===== config.mk =====
export PLATFORM = sky130hd
export DESIGN_NAME = nios2_oci_trace_monitor
export DESIGN_NICKNAME = d
export VERILOG_FILES = /design/src/rtl/nios2_oci_trace_pkg.sv /design/src/rtl/nios2_oci_trace_frame_fifo.sv /design/src/rtl/nios2_oci_trace_monitor.sv
export SDC_FILE = /design/constraint.sdc
export NUM_CORES = 1
export LEC_CHECK = 0
export CORE_ASPECT_RATIO = 1.75
export CORE_MARGIN = 10
export CORE_UTILIZATION = 34
export CTS_CLUSTER_SIZE = 24
export DETAILED_ROUTE_END_ITERATION = 7
export PLACE_DENSITY = 0.45
export REMOVE_ABC_BUFFERS = 1
export SLEW_MARGIN = 40
export SYNTH_ARGS = -nofsm -noshare
export SYNTH_HDL_FRONTEND = slang
export SYNTH_HIERARCHICAL = 1
export SYNTH_SLANG_ARGS = --single-unit

===== constraint.sdc =====
create_clock -name clk -period 6.34 [get_ports clk]
set_input_delay 0.951 -clock clk [delete_from_list [all_inputs] [get_ports clk]]
set_output_delay 0.951 -clock clk [all_outputs]
set_load 0.02 [all_outputs]

===== src/rtl/nios2_oci_trace_pkg.sv =====
// Shared state encoding and sizing helpers for the Nios II OCI trace monitor.
package nios2_oci_trace_pkg;

    typedef enum logic [1:0] {
        CAPTURE = 2'd0,
        DRAIN   = 2'd1,
        ENDED   = 2'd2
    } trace_state_e;

    // Bits needed for a clamped slot count in the range 0..slots.
    function automatic int slot_cnt_w(input int slots);
        return $clog2(slots + 1);
    endfunction

    function automatic int ptr_w(input int depth);
        return (depth > 1) ? $clog2(depth) : 1;
    endfunction

    // A stored frame is {clamped count, packed slots}.
    function automatic int entry_w(input int slot_w, input int slots);
        return slot_w * slots + slot_cnt_w(slots);
    endfunction

endpackage


===== src/rtl/nios2_oci_trace_frame_fifo.sv =====
// Circular DEPTH-entry frame store; write and pop take effect at the clock edge.
// When full, a write is either discarded or replaces the oldest entry (OVERWRITE).
module nios2_oci_trace_frame_fifo
    import nios2_oci_trace_pkg::*;
#(
    parameter int ENTRY_W   = 32,
    parameter int DEPTH     = 16,
    parameter bit OVERWRITE = 1'b0
) (
    input  logic                   clk_i,
    input  logic                   reset_i,
    input  logic                   wr_vld_i,
    input  logic [ENTRY_W-1:0]     wr_dat_i,
    input  logic                   rd_pop_i,
    output logic [ENTRY_W-1:0]     rd_dat_o,
    output logic                   empty_o,
    output logic [$clog2(DEPTH):0] count_o,
    output logic                   dropped_o
);

    localparam int PW = ptr_w(DEPTH);
    localparam int CW = $clog2(DEPTH) + 1;

    logic [ENTRY_W-1:0] mem_q [DEPTH];
    logic [PW-1:0]      head_q, head_d, tail_q, tail_d;
    logic [CW-1:0]      count_q, count_d;
    logic               full, pop_ok, wr_ok, ovw;

    assign full    = (count_q == CW'(DEPTH));
    assign empty_o = (count_q == '0);
    assign pop_ok  = rd_pop_i && !empty_o;
    assign wr_ok   = wr_vld_i && (!full || pop_ok);
    // Overwrite moves head and tail together, so occupancy stays at DEPTH.
    assign ovw     = wr_vld_i && full && !pop_ok && OVERWRITE;

    always_comb begin
        head_d  = head_q;
        tail_d  = tail_q;
        count_d = count_q;
        if (pop_ok || ovw) head_d = head_q + 1'b1;
        if (wr_ok || ovw)  tail_d = tail_q + 1'b1;
        if (wr_ok && !pop_ok)      count_d = count_q + 1'b1;
        else if (pop_ok && !wr_ok) count_d = count_q - 1'b1;
    end

    always_ff @(posedge clk_i) begin
        if (reset_i) begin
            head_q  <= '0;
            tail_q  <= '0;
            count_q <= '0;
        end else begin
            head_q  <= head_d;
            tail_q  <= tail_d;
            count_q <= count_d;
        end
    end

    always_ff @(posedge clk_i) begin
        if (wr_ok || ovw) mem_q[tail_q] <= wr_dat_i;
    end

    assign rd_dat_o  = mem_q[head_q];
    assign count_o   = count_q;
    assign dropped_o = wr_vld_i && full && !pop_ok;

endmodule


===== src/rtl/nios2_oci_trace_monitor.sv =====
// Trace frame capture then ready/valid slot readout; NIOS2_OCI_TRACE_MON_STATS_EN adds frame counters.
// First slot two cycles after test_ending; rd_data/rd_valid registered and held while rd_ready is low.
module nios2_oci_trace_monitor
    import nios2_oci_trace_pkg::*;
#(
    parameter int SLOT_W    = 10,
    parameter int SLOTS     = 3,
    parameter int CNT_W     = 4,
    parameter int DEPTH     = 16,
    parameter bit OVERWRITE = 1'b0
) (
    input  logic                    clk,
    input  logic                    reset,
    input  logic [SLOT_W*SLOTS-1:0] dct_buffer,
    input  logic [CNT_W-1:0]        dct_count,
    input  logic                    dct_valid,
    input  logic                    test_ending,
    output logic [SLOT_W-1:0]       rd_data,
    output logic                    rd_valid,
    input  logic                    rd_ready,
    output logic                    test_has_ended,
    output logic                    overflow,
`ifdef NIOS2_OCI_TRACE_MON_STATS_EN
    output logic [31:0]             frames_captured,
    output logic [31:0]             frames_dropped,
`endif
    output logic [$clog2(DEPTH):0]  frames_held
);

    localparam int SC_W  = slot_cnt_w(SLOTS);
    localparam int BUF_W = SLOT_W * SLOTS;
    localparam int EW    = entry_w(SLOT_W, SLOTS);

    trace_state_e      state_q, state_d;
    logic [SC_W-1:0]   slot_idx_q, slot_idx_d;
    logic [SLOT_W-1:0] rd_data_q, rd_data_d;
    logic              rd_valid_q, rd_valid_d;
    logic              overflow_q;

    logic [SC_W-1:0]   cnt_clamp;
    logic              fifo_wr_vld, fifo_pop, fifo_empty, fifo_dropped, load_ok;
    logic [EW-1:0]     fifo_rd_dat;
    logic [SC_W-1:0]   h_cnt;
    logic [SLOT_W-1:0] h_slots [SLOTS];

    assign cnt_clamp   = (dct_count > CNT_W'(SLOTS)) ? SC_W'(SLOTS) : SC_W'(dct_count);
    assign fifo_wr_vld = dct_valid && (state_q == CAPTURE);

    nios2_oci_trace_frame_fifo #(
        .ENTRY_W   (EW),
        .DEPTH     (DEPTH),
        .OVERWRITE (OVERWRITE)
    ) u_frame_fifo (
        .clk_i     (clk),
        .reset_i   (reset),
        .wr_vld_i  (fifo_wr_vld),
        .wr_dat_i  ({cnt_clamp, dct_buffer}),
        .rd_pop_i  (fifo_pop),
        .rd_dat_o  (fifo_rd_dat),
        .empty_o   (fifo_empty),
        .count_o   (frames_held),
        .dropped_o (fifo_dropped)
    );

    assign h_cnt = fifo_rd_dat[EW-1 -: SC_W];
    for (genvar g = 0; g < SLOTS; g++) begin : g_slot
        assign h_slots[g] = fifo_rd_dat[g*SLOT_W +: SLOT_W];
    end

    // The output register may take a new slot when empty or being accepted this cycle.
    assign load_ok = !rd_valid_q || rd_ready;

    always_comb begin
        state_d    = state_q;
        slot_idx_d = slot_idx_q;
        rd_data_d  = rd_data_q;
        rd_valid_d = rd_valid_q;
        fifo_pop   = 1'b0;
        case (state_q)
            CAPTURE: if (test_ending) state_d = DRAIN;
            DRAIN: begin
                if (load_ok) begin
                    rd_valid_d = 1'b0;
                    if (fifo_empty) begin
                        state_d = ENDED;
                    end else if (h_cnt == '0) begin
                        fifo_pop = 1'b1;
                    end else begin
                        rd_valid_d = 1'b1;
                        rd_data_d  = h_slots[slot_idx_q];
                        if (slot_idx_q + 1'b1 == h_cnt) begin
                            fifo_pop   = 1'b1;
                            slot_idx_d = '0;
                        end else begin
                            slot_idx_d = slot_idx_q + 1'b1;
                        end
                    end
                end
            end
            default: ;
        endcase
    end

    always_ff @(posedge clk) begin
        if (reset) begin
            state_q    <= CAPTURE;
            slot_idx_q <= '0;
            rd_data_q  <= '0;
            rd_valid_q <= 1'b0;
            overflow_q <= 1'b0;
        end else begin
            state_q    <= state_d;
            slot_idx_q <= slot_idx_d;
            rd_data_q  <= rd_data_d;
            rd_valid_q <= rd_valid_d;
            if (fifo_dropped) overflow_q <= 1'b1;
        end
    end

    assign rd_data        = rd_data_q;
    assign rd_valid       = rd_valid_q;
    assign test_has_ended = (state_q == ENDED);
    assign overflow       = overflow_q;

`ifdef NIOS2_OCI_TRACE_MON_STATS_EN
    logic [31:0] cap_cnt_q, drop_cnt_q;
    logic        fifo_stored;

    assign fifo_stored = fifo_wr_vld && !(fifo_dropped && !OVERWRITE);

    always_ff @(posedge clk) begin
        if (reset) begin
            cap_cnt_q  <= '0;
            drop_cnt_q <= '0;
        end else begin
            if (fifo_stored && cap_cnt_q != '1)   cap_cnt_q  <= cap_cnt_q + 1'b1;
            if (fifo_dropped && drop_cnt_q != '1) drop_cnt_q <= drop_cnt_q + 1'b1;
        end
    end

    assign frames_captured = cap_cnt_q;
    assign frames_dropped  = drop_cnt_q;
`endif

endmodule


## Yosys cells after proc, flatten, opt, wreduce, memory -nomap -nowiden

Memory sizes are Yosys's and may differ from the RTL's. A register that Yosys moved wholly into a read port is not among the register bits.
Index checks and enable logic that the tools add are counted.

| operators by class | value |
|---|---|
| $add $sub $neg | 5 |
| $lt $le $gt $ge | 2 |
| equal/unequal tests | 7 |
| muxes and demuxes | 22 |
| bitwise logic cells | 3 |
| reductions and logical operators | 22 |

Operators by type and width:

| cell | number |
|---|---|
| 10-bit binary-select mux with 2-bit select | 1 |
| 10-bit two-way mux | 2 |
| 2-bit two-way mux | 5 |
| 5-bit two-way mux | 2 |
| 1-bit two-way mux | 9 |
| 4-bit by 1-bit adder with 4-bit output, second input constant | 2 |
| 4-bit two-way mux | 2 |
| 4-bit AND reduction | 2 |
| 1-bit logical AND | 7 |
| 5-bit by 1-bit adder with 5-bit output, second input constant | 1 |
| 5-bit equality test, second input constant | 1 |
| 1-bit zero test | 5 |
| 5-bit zero test | 1 |
| 5-bit by 1-bit subtractor with 5-bit output, second input constant | 1 |
| 4-bit by 2-bit greater-than comparator with 1-bit output, second input constant | 1 |
| 2-bit zero test | 2 |
| 2-bit != test, second input constant | 2 |
| 2-bit one-hot mux with 2 select lines | 1 |
| 2-bit nonzero test | 2 |
| 3-bit greater-or-equal comparator, second input constant | 1 |
| 2-bit NOT with 3-bit output | 1 |
| 2-bit by 1-bit adder with 2-bit output, second input constant | 1 |
| 2-bit by 1-bit equality test with 1-bit output, second input constant | 1 |
| 2-bit equality test | 1 |
| 5 further kinds | 7 |

| storage, ports and cells | value |
|---|---|
| register bits after elaboration | 29 |
| RAM bits | 512 |
| input port bits | 39 |
| word-level logic and storage cells | 70 |
| memories kept | 1 |

Memory list:

| memory | depth | width | rd ports | clocked after Yosys merged registers in | write ports | RTL line | source |
|---|---|---|---|---|---|---|---|
| u_frame_fifo.mem_q | 16 | 32 | 1 | 1 | 1 | nios2_oci_trace_frame_fifo.sv:24 | `logic [ENTRY_W-1:0] mem_q [DEPTH];` |

## Longest topological paths before layout

Gate-level depths: netlist of the first run.

| logic depth | value |
|---|---|
| depth after elaboration | 14 |
| depth in mapped cells | 18 |

## Hierarchy

Netlist of the first run, hierarchy kept.

By module, submodules not included:

| module | times used | cells each | area each (um^2) | sequential area each (um^2) |
|---|---|---|---|---|
| nios2_oci_trace_frame_fifo | 1 | 892 | 20,079.3 | 15,715.1 |
| nios2_oci_trace_monitor | 1 | 103 | 1,057.3 | 320.3 |

## Least setup slack after synthesis of the first run

No wires, ideal clock.

| timing | value |
|---|---|
| path kind | register to register |
| start | register (tool-made name) |
| end | memory u_frame_fifo.mem_q[10][0] (enable) |
| library setup time | 0.392 ns |
| arrival | 3.621 ns |
| required time | 5.948 ns |
| setup slack | 2.327 ns |
| stages on the path, launching flop included | 13 |
| cells stage by stage | dfxtp_1 -> buf_2 -> buf_2 -> mux4_2 -> a22oi_1 -> nand2_1 -> nand2_1 -> a21boi_0 -> and3_1 -> nand2b_1 -> nor2_4 -> nor4bb_1 -> and2_1 |

RTL lines:

| item | RTL line |
|---|---|
| end: declaration | nios2_oci_trace_frame_fifo.sv:24 |

==> results of run 1 <==
sequential cells by signal, summed over array words and instances (netlist names), named ones only:
register / cells
u_frame_fifo/count_o: 5
slot_idx_q: 2
u_frame_fifo/head_q: 4
u_frame_fifo/tail_q: 4
state_q: 2
rd_data: 10
overflow: 1
rd_valid: 1
u_frame_fifo/mem_q: 512
layout make-up:
cell class	count	area, um2	share of cell area (%)
clock buffers	61	1356	5.584
clock inverters	33	314.1	1.293
inverters	6	22.52	0.09272
multi-input cells	386	4802	19.77
flip-flops and latches	545	16040	66.05
well taps	793	992.2	4.085
repair buffers	82	760.7	3.132
per-stage QoR:
step | instances | setup slack (ns)
floorplan | 937 | -2.368
global placement | 1812 | 1.799
detailed placement | 1812 | 1.587
CTS | 1906 | 1.725
global route | 1906 | 1.506
finish | 1906 | 1.820
final timing paths:
path	from	to	slack, ns	cells after the start
worst min-delay path	overflow	overflow	0.47	2
worst max-delay path	flip-flop	u_frame_fifo/mem_q[0][14]	1.82	11
worst min register to register	overflow	overflow	0.47	2
worst max register to register	flip-flop	u_frame_fifo/mem_q[0][14]	1.82	11
power by group through the flow:
stage	Clock, W	Sequential (W)	Combinational, W
after floorplan	0	0.00436	0.000727
after CTS	0.00318	0.00422	0.00123
after global routing	0.00331	0.00423	0.00131
after global placement	0	0.00429	0.00122
final	0.00308	0.00421	0.00120
after detailed placement	0	0.00429	0.00123
kinds of logic after synthesis:
logic type | Yosys count | share of synthesized area [%]
multiplexers | 142 | 14.31
buffers and inverters | 64 | 1.693
AO/OA/AOI/OAI | 116 | 4.416
XOR/XNOR | 10 | 0.4144
flip-flops | 545 | 75.87
adder cells (fa/ha/maj) | 10 | 0.6275
AND/OR/NAND/NOR | 108 | 2.676
worst max-delay path, cell delays in order (launching register included):
cell and delay (ns):
dfxtp_4 0.79, mux4_2 0.40, a22oi_1 0.23, nand2_1 0.18, nand2_1 0.12, a21boi_0 0.16
and3_1 0.29, nand2b_1 0.32, nor2_4 0.09, nor4b_1 0.53, and2_2 0.74, buf_4 0.33
placed cells by master, fill, tap and decap left out, types with 4 or more instances in the layout:
master	Yosys	layout
and2_4	0	8
clkbuf_1	27	8
clkbuf_16	0	53
a211oi_2	10	10
clkdlybuf4s50_1	0	55
inv_1	6	6
dfxtp_1	33	31
ha_1	9	9
nand2_1	37	37
edfxtp_1	512	512
and2_2	0	9
a2bb2oi_1	10	10
a31oi_1	11	11
a21oi_1	6	6
mux4_2	128	128
clkinv_2	0	9
clkinv_1	0	13
bufinv_16	0	6
nor2_1	23	22
a22oi_1	64	64
mux2i_1	13	13
buf_4	8	25
xor2_1	7	7
o211ai_1	4	4
layer usage:
layer  global-route usage (%)  wire length [um]
met3                    1.819              1511
met2                    25.27             27310
met1                    15.67             19910
met5                        0                 0
met4                    4.316              1164
==> metrics, run 1 <==
DP HPWL 30.45 mm; overall power consumption ~0.0085 W; status complete, no violations; total CTS buffers a little over 50; Final Util between 30 and 40%; die area ~73,000 um2; synth top area cells edfxtp_1 73%, mux4_2 14%, dfxtp_1 3.1%; unrepaired setup endpoints after global routing no; synthesized flop and latch total 545; Combinational Power Share 14.1%; area growth from synthesis to layout 14.92%; nature of the critical path startpoint flip-flop; antenna violations before repair 0; Synth Flop Type edfxtp_1; WP data arrival about 4.8 ns; Post-Syn Area ~21,000 um2; Clock Root Buffer clkbuf_16; actual slew at the worst max-slew pin 0.7751 ns; Clock Pin Slew Worst Setup and Hold Paths 0.06 ns; maxcap violations 0; switch share around 25%; Synth warnings 6; Max Slew Vio Count 0; Mean Syn Cell Area 21.24 um2; most common cell in the synthesized netlist edfxtp_1; DR vias approximately 9.8k; CTS max path bufs 3; vias in the first global route around 11k; H-tree lvl count 2; cell internal pwr around 0.0064 W; commonest cells in the netlist 512 x edfxtp_1, 128 x mux4_2, 64 x a22oi_1; number of flops mapped to enable cells by yosys approximately 510; largest net degree at the start of global routing between 50 and 60; Post-CTS Hold Buffers 0; Hold Vio Cnt, Final 0; vias per inst between 5 and 6; average wire per standard cell between 20 and 30 um; gr usage total between 10% and 20%; share of layout cells above drive strength 1 ~24%; Final Setup Violations 0; drt drc 0; clock skew between 0.01 and 0.015 ns; Static Leak between 7 and 8 nW; Yosys cell types 52; placed instance area about 23,000 um2; die span in x roughly 210 um; crit end category flip-flop; sw power around 0.0021 W; Pwr Density between 300 and 400 nW/um2; Rows 120; Final nets 1,121; fmax 221.2 MHz; worst-path maximum fanout 41; Post-synth ARST share 0%; cell taking the most area after synthesis edfxtp_1; Crit path required time between 6 and 7 ns; fillcell total between 5k and 6k; Final TNS setup 0 ns; drt total wl between 40 and 50 mm; Placer Congestion about 0.74; core area slightly above 60,000 um2; Synth top area share between 70% and 80%; Remaining Overflow, GRT 0; post-route ant nets 0; setup repair bufs after CTS 0; num ports 57; DR iter-0 viols 574; Seq/Total Area, Yosys about three quarters; n_diodes 0; worst skew pair latency 0.58 ns; Seq pwr share 49.6%; IO Port Bufs 56; CTS tree done; shortest period the worst path allows 4.520 ns; final hold slack between 0.4 and 0.5 ns; clock power share between 30% and 40%; Hold Path Class reg2reg; Tcrit/Tclk final a little under three quarters; CTS Sinks 545; first-pass GRT wire length roughly 74 mm; cell count after synthesis approximately 1,000; drt pass-1 iters 4; Die Y approximately 350 um; Initial Util approximately 34%; post-cts sizing count 0; Max VDD drop 0.0001996 V; critical path class reg2reg; Final Cell Area ~24,000 um2; worst rel slew slack between 40 and 50%
Power figures use the tool's default switching activity.
==> run 2: changes to the inputs <==
PLACE_DENSITY = 0.47   (was 0.45)
clock period = 4.05 ns   (was 6.34 ns; I/O delays follow)
==> metrics, run 2 (synthesis gave the netlist of run 1 again) <==
Worst Path Buf+Inv 3 (was 1); CTS max path bufs 3 (unchanged); share of layout cells above drive strength 1 25.72% (was 24.26%); post-route ant nets 0 (unchanged); drt drc 0 (unchanged); largest reg by FF count u_frame_fifo/mem_q (unchanged); GR Layer Usage met1 16.21% (was 15.67%); H-tree lvl count 2 (unchanged); antenna violations before repair 2 (was 0); Initial Util 34.42% (unchanged); Combinational Power Share 15.7% (was 14.1%); nature of the critical path startpoint flip-flop (unchanged); worst-path maximum fanout 5 (was 41); Crit path required time 4.53 ns (was 6.62 ns); first-pass GRT wire length 75.06 mm (was 73.77 mm); Rows 120 (unchanged); die span in x 208.5 um (unchanged); placed instance area 22,970 um2 (was 22,620 um2); Slowest-stage cell, CP mux4_2 (was dfxtp_4); Placer Congestion 0.7185 (was 0.7374); status complete, no violations (unchanged); CTS tree done (unchanged); Final Setup Violations 0 (unchanged); Min-Delay Endpoint overflow (unchanged); Final Util 39.95% (was 39.56%); CTS Sinks 545 (unchanged); commonest cells after routing, fill and taps aside 512 x edfxtp_1, 128 x mux4_2, 64 x a22oi_1 (unchanged); Worst Hold Path Cells 2 (unchanged); DR vias 10.06k (was 9,824); Hold Vio Cnt, Final 0 (unchanged); max FFs per register 512 (unchanged); fillcell total 5,435 (was 5,468); Max VDD drop 0.0004109 V (was 0.0001996 V); crit end category flip-flop (unchanged); DP Worst Slack 0.1906 ns (was 1.587 ns); Seq pwr share 50.3% (was 49.6%); worst skew pair latency 0.58 ns (about the same); clock skew 0.01633 ns (was 0.01114 ns); Critical Path, Cell by Cell clkbuf_4 -> mux4_2 -> a22oi_1 -> nand2_2 -> xor2_1 -> nand2_1 -> and3_1 -> nand2b_1 -> o21ai_4 -> inv_1 -> ha_1 -> inv_1 -> ha_1 -> a21oi_1 -> a211oi_1 -> a31oi_1 -> mux2_2 (was mux4_2 -> a22oi_1 -> nand2_1 -> nand2_1 -> a21boi_0 -> and3_1 -> nand2b_1 -> nor2_4 -> nor4b_1 -> and2_2 -> buf_4); cell internal pwr 0.009782 W (was 0.006399 W); drt total wl 51.40 mm (was 49.89 mm); drt pass-1 iters 4 (unchanged); Worst R2R Setup Slack 0.21 ns (was 1.82 ns); GR Layer Usage met2 25.86% (was 25.27%); vias per inst 5.203 (was 5.154); die area 72,930 um2 (unchanged); final setup margin 0.2130 ns (was 1.820 ns); met3 Usage GRT 1.998% (was 1.819%); crit-path max cell delay 0.50 ns (was 0.79 ns); clock power share 34.1% (was 36.3%); overall power consumption 0.01304 W (was 0.008490 W); Final TNS setup 0 ns (unchanged); WP data arrival 4.31 ns (was 4.80 ns); num ports 57 (unchanged); vias in the first global route 10.88k (was 10.85k); Pwr Density 531.6 nW/um2 (was 349.5 nW/um2); Clock Root Buffer clkbuf_16 (unchanged); core area 61,410 um2 (unchanged); total CTS buffers 50 (was 51); gr usage total 13.93% (was 13.55%); shortest period the worst path allows 3.837 ns (was 4.520 ns); fmax 260.6 MHz (was 221.2 MHz); sw power 0.003261 W (was 0.002091 W); DR iter-0 viols 544 (was 574); Worst Reg-to-Reg Cells 17 (was 11); Final Cell Area 24,530 um2 (was 24,290 um2); IO Port Bufs 56 (unchanged); largest net degree at the start of global routing 74 (was 56); critical path class reg2reg (unchanged); Hold Path Class reg2reg (unchanged); switch share 25.00% (was 24.63%); family with the most delay on the worst path compound AO/OA/AOI/OAI gates (was simple AND/OR/NAND/NOR gates); worst rel slew slack 49.04% (was 48.33%); Hold Startpoint overflow (unchanged); actual slew at the worst max-slew pin 0.7619 ns (was 0.7751 ns); Die Y 349.8 um (unchanged); Max Slew Vio Count 0 (unchanged); busiest layer in global routing met2 (unchanged); worst r2r dst u_frame_fifo/count_o[4] (was u_frame_fifo/mem_q[0][14]); maxcap violations 0 (unchanged); average wire per standard cell 26.59 um (was 26.17 um); area growth from synthesis to layout 16.07% (was 14.92%); Final nets 1,152 (was 1,121); Remaining Overflow, GRT 0 (unchanged); Tcrit/Tclk final 94.74% (was 71.30%); most common cell after layout, fill and taps aside edfxtp_1 (unchanged); Clock Pin Slew Worst Setup and Hold Paths 0.07 ns (was 0.06 ns); Static Leak 7.577 nW (was 7.466 nW); DP HPWL 28.65 mm (was 30.45 mm)
[run 2: cell count changes in the layout (fill, tap and decap cells not counted), moves of 2 or more]
| cell | before | now |
|---|---|---|
| buf_4 | 25 | 41 |
| buf_12 | 0 | 14 |
| and2_2 | 9 | 17 |
| and2_4 | 8 | 0 |
| clkbuf_1 | 8 | 16 |
| clkinv_1 | 13 | 7 |
| bufinv_16 | 6 | 2 |
| clkbuf_16 | 53 | 51 |
| clkinv_2 | 9 | 7 |
| clkinv_4 | 2 | 0 |
[run 2: worst reg2reg max path: stages, from the launching register on]
cell and delay (ns):
dfxtp_4 0.36, clkbuf_4 0.19, mux4_2 0.50, a22oi_1 0.20, nand2_2 0.14, xor2_1 0.17
nand2_1 0.06, and3_1 0.17, nand2b_1 0.20, o21ai_4 0.20, inv_1 0.07, ha_1 0.21
inv_1 0.15, ha_1 0.30, a21oi_1 0.19, a211oi_1 0.10, a31oi_1 0.19, mux2_2 0.35
[run 2: per-layer routing]
layer | part of all wire, % | up-vias
met3 | 3.7 | 74
met4 | 2.2 | 2
met5 | 0.023 | -
met2 | 54 | 197
li1 | - | 4368
met1 | 40 | 5416
[run 2: timing repair]
action,4_1_cts,5_1_grt
gates resized for setup,0,1
hold buffers,0,0
endpoints found under the setup margin,0,2
buffers inserted,0,5
[run 2: how the worst max path moves through the flow]
stage                         start                        end  cells after the start
after floorplan           flip-flop  u_frame_fifo/mem_q[10][0]                     10
after global placement    flip-flop    u_frame_fifo/count_o[4]                     16
after detailed placement  flip-flop    u_frame_fifo/count_o[4]                     16
after CTS                 flip-flop    u_frame_fifo/count_o[4]                     16
after global routing      flip-flop    u_frame_fifo/count_o[4]                     17
final                     flip-flop    u_frame_fifo/count_o[4]                     17
[run 2: through the flow]
stage                     std cells  hold WS [ns]
after global routing           1933        0.5685
after global placement         1839        0.4649
after CTS                      1927        0.4937
after floorplan                 937        0.4847
final                          1933        0.4896
after detailed placement       1839        0.4833
[run 2: power by group through the flow]
stage          logic, W  registers [W]  clock network, W
2_1_floorplan   0.00114        0.00683                 0
3_3_place_gp    0.00206        0.00668                 0
3_5_place_dp    0.00205        0.00669                 0
4_1_cts         0.00206        0.00657           0.00458
5_1_grt         0.00222        0.00658           0.00479
6_report        0.00204        0.00656           0.00444
[run 2: cell type report]
class / count / area (um2) / area share (%)
flip-flops and latches: 545 / 16040 / 65.39
multi-input cells: 386 / 4790 / 19.52
clock buffers: 67 / 1336 / 5.447
repair buffers: 114 / 1179 / 4.804
well taps: 793 / 992.2 / 4.044
clock inverters: 21 / 168.9 / 0.6885
inverters: 6 / 22.52 / 0.09180
diodes: 1 / 2.502 / 0.01020
==> run 3: changes to the inputs <==
ABC_AREA = 0   (was unset)
==> results of run 3 <==
Final layout, timing and power as in run 2 (identical DEF).
